--- config.mk ---
export PLATFORM = sky130hd
export DESIGN_NAME = serial_demux_1to8
export DESIGN_NICKNAME = d
export VERILOG_FILES = /design/src/rtl/serial_demux_1to8.sv
export SDC_FILE = /design/constraint.sdc
export NUM_CORES = 1
export LEC_CHECK = 0
export BUFFER_PORTS_ARGS = -buffer_cell sky130_fd_sc_hd__buf_2
export CORE_MARGIN = 2
export CORE_UTILIZATION = 35
export DETAILED_ROUTE_END_ITERATION = 16
export MAX_ROUTING_LAYER = met4
export PLACE_DENSITY_LB_ADDON = 0.2
export REMOVE_ABC_BUFFERS = 1
export SKIP_LAST_GASP = 1
export SLEW_MARGIN = 20
export SYNTH_ARGS = -nofsm -noshare
export SYNTH_HDL_FRONTEND = slang
export SYNTH_SLANG_ARGS = --single-unit
--- constraint.sdc ---
create_clock -name clk -period 4.6 [get_ports clk]
set_clock_uncertainty 0.15 [all_clocks]
set_input_delay 1.15 -clock clk [delete_from_list [all_inputs] [get_ports clk]]
set_output_delay 1.15 -clock clk [all_outputs]
set_load 0.03 [all_outputs]
--- src/rtl/serial_demux_1to8.sv ---
// Serial-to-parallel demultiplexer with slot counter, frame sync and a
// double-buffered valid/ready word output.
module serial_demux_1to8 #(
    parameter int WIDTH = 8,
    parameter int SEL_W = $clog2(WIDTH)
) (
    input  logic             clk,
    input  logic             rst_n,
    input  logic             bit_in,
    input  logic             bit_valid,
    output logic             bit_ready,
    input  logic             sync,
    output logic [WIDTH-1:0] word_out,
    output logic             word_valid,
    input  logic             word_ready,
    output logic [SEL_W-1:0] fill,
    output logic             sync_err
);

    localparam logic [SEL_W-1:0] LAST = SEL_W'(WIDTH - 1);

    logic [WIDTH-1:0] asm_q;
    logic [SEL_W-1:0] slot;
    logic             acc;
    logic             complete;
    logic             at_last;

    // Only the completing bit can be stalled; sync always restarts at slot 0.
    assign at_last   = (fill == LAST);
    assign bit_ready = sync | ~(at_last & word_valid & ~word_ready);
    assign acc       = bit_valid & bit_ready;
    assign slot      = sync ? '0 : fill;
    assign complete  = acc & (slot == LAST);

    always_ff @(posedge clk or negedge rst_n) begin
        if (!rst_n) begin
            fill <= '0;
        end else if (acc) begin
            fill <= complete ? '0 : slot + SEL_W'(1);
        end else if (sync) begin
            fill <= '0;
        end
    end

    always_ff @(posedge clk or negedge rst_n) begin
        if (!rst_n) begin
            asm_q <= '0;
        end else if (acc) begin
            asm_q[slot] <= bit_in;
        end
    end

    always_ff @(posedge clk or negedge rst_n) begin
        if (!rst_n) begin
            word_out   <= '0;
            word_valid <= 1'b0;
        end else if (complete) begin
            word_out   <= {bit_in, asm_q[WIDTH-2:0]};
            word_valid <= 1'b1;
        end else if (word_ready) begin
            word_valid <= 1'b0;
        end
    end

    always_ff @(posedge clk or negedge rst_n) begin
        if (!rst_n) begin
            sync_err <= 1'b0;
        end else begin
            sync_err <= sync & (fill != '0);
        end
    end

endmodule

==> flow_summary.ini <==
[route]
drt_first_iter_violations = 4
antenna_left = 0
wire_per_inst_um = 13.5
remaining_drc_errors = 0
num_vias = 599
vias_per_cell = 5.08
drt_first_pass_iters = 4
wl_um = 1590

[placed_design]
io_buffers = 19
gp_congestion = 0.831
place_area_um2 = 1010
hpwl_um = 1210
pre_cts_ws_ps = 1370

[timing]
hold_viol = 0
setup-violations-final = 0
rsz0062_at_grt = false
finalCriticalPeriod_ps = 3230
fmax_ghz = 0.309
fin_ws_ps = 1370
slew_viol_final = 0
tns_ps = 0
tightest_slew_ps = 440
max_slew_margin_pct = 70.7
hold_ws_ps = 360
period_share_pct = 70.3

[global_routing]
antenna_found_initial = 0
grtUsageTotal_pct = 13.9
grt_max_degree = 21
grt_pass1_wl_um = 2770
grt_pass1_vias = 603
overflow = 0

[yosys]
ys_types = 19
postSynthCellCount = 67
synth_seq_cells = 20
seq_area_frac_synth_pct = 56.5
yosys_warnings = 0
syn_area_per_cell_um2 = 13.2
netlist_area_um2 = 886

[cells_and_area]
fin_area_um2 = 1040
final_layout_size_suffix_gt1_share_pct = 44.3
fill_cells = 244
seqCellArea_um2 = 500
diodes = 0
final_util_pct = 42.6
multi_input_area_um2 = 369
finish.net_count = 98
syn_to_final_growth_pct = 16.9

[pwr]
internal-power_mw = 0.243
netSwitchingFraction_pct = 25.4
switching_power_mw = 0.0831
power_density_nw_per_um2 = 315
combPwrFrac_pct = 13.9
leakagePower_nw = 0.538
peakVddDrop_v = 0.000213
seq_power_share_pct = 62.3
clkPwrFrac_pct = 23.8

[clock_network]
cts_tree = done
cts_hold_buffers = 0
clock_latency_ps = 290
cts_max_level = 1
post_cts_buffers = 0
cts-root-buf = clkbuf_4
clk_pin_slew_worst_paths_ps = 100
cts_resized = 0
cts_num_sinks = 20
cts-buffers-inserted = 3
cts.path.max_buffers = 2

[outcome]
status = complete, no violations

[min_path]
hold_path.class = register to register

[critical_path]
cp.required_ps = 3300
crit_path_start_kind = primary input
crit_arrival_ps = 1930
cp-end-kind = output port
rrSetupSlack_ps = 2490
path_max_fanout = 4
crit_type = primary input to output port

[flow_run]
maxCapViolations = 0

[floorplanning]
rows = 18
initial_core_util_pct = 36.4
fp.dieArea_um2 = 2950
io_pins = 20
core-area_um2 = 2430
die_width_um = 54.3
die_h_um = 54.3
## power by group through the flow
| stage | sequential [mW] | combinational [mW] | clock (mW) |
|---|---|---|---|
| after detailed placement | 0.207 | 0.0463 | 0 |
| after CTS | 0.204 | 0.0462 | 0.0832 |
| after global routing | 0.206 | 0.0503 | 0.0950 |
| after global placement | 0.206 | 0.0447 | 0 |
| after floorplan | 0.211 | 0.0230 | 0 |
| final | 0.203 | 0.0454 | 0.0777 |
## critical path, stage by stage
cell and delay, ps:
buf_2 90, nor2b_1 330, nand2_1 150, buf_2 210
## area by class of cell
type,instances,area share [%]
Timing Repair Buffer,19,9.18
Inverter,3,1.09
Tap cell,30,3.62
Sequential cell,20,48.3
Multi-Input combinational cell,43,35.6
Clock buffer,3,2.17
## cells by family (layout without fill, tap and decap cells)
logic type | Yosys count | in the layout | share of synthesized area [%]
AND/OR/NAND/NOR | 19 | 19 | 13.3
flip-flops | 20 | 20 | 56.5
buffers and inverters | 4 | 25 | 1.84
multiplexers | 15 | 15 | 19.1
AO/OA/AOI/OAI | 7 | 7 | 6.50
adder cells (fa/ha/maj) | 2 | 2 | 2.82
## sequential cells by signal, summed over array words and instances (netlist names)
signal	count
asm_q	7
fill	3
sync_err	1
word_out	8
word_valid	1
## cells in the final DEF, fill, tap and decap left out, drive strengths merged
cell type	synthesis	routed
a21oi	3	3
and4b	1	1
buf	1	19
clkbuf	0	3
dfrtp	20	20
ha	2	2
inv	3	3
mux2	15	15
nand2	3	3
nand2b	4	4
nand3	1	1
nand3b	2	2
nand4	1	1
nand4b	2	2
nor2	2	2
nor2b	1	1
nor3	2	2
o211ai	3	3
o31a	1	1
## cells in the mapped netlist
cell	number	area, um^2
and4b_4	1	13.8
a21oi_1	2	10.0
ha_1	2	25.0
buf_2	1	5.00
nor2b_1	1	6.26
inv_1	3	11.3
nand2b_1	4	25.0
mux2_2	15	169
nand3b_1	2	15.0
o211ai_1	3	22.5
nand3_1	1	5.00
nor2_1	2	7.51
o31a_1	1	8.76
nand4b_1	2	17.5
nor3_1	2	10.0
dfrtp_1	20	500
nand2_1	3	11.3
nand4_1	1	6.26
a21oi_4	1	16.3
## through the flow
step | instances | total power [mW]
6_report | 118 | 0.327
5_1_grt | 118 | 0.352
4_1_cts | 118 | 0.333
3_5_place_dp | 115 | 0.254
3_3_place_gp | 115 | 0.251
2_1_floorplan | 66 | 0.234
## per-layer routing
layer | part of all wire, % | global-route usage [%] | up-vias
li1 | - | - | 284
met1 | 45 | 17.3 | 294
met2 | 47 | 21.3 | 19
met3 | 6.7 | 5.74 | 2
met4 | 0.88 | 2.50 | 0
met5 | 0 | - | -
## worst paths after layout
path,from,end,depth (start not counted)
hold reg to reg,asm_q[5],asm_q[5],1
min in group asynchronous,rst_n,word_valid,1
max in group asynchronous,rst_n,word_out[7],1
hold / removal,asm_q[5],asm_q[5],1
setup / recovery,word_ready,bit_ready,4
setup reg to reg,fill[1],word_out[4],7
No activity file was read; power rests on OpenSTA's default activity.
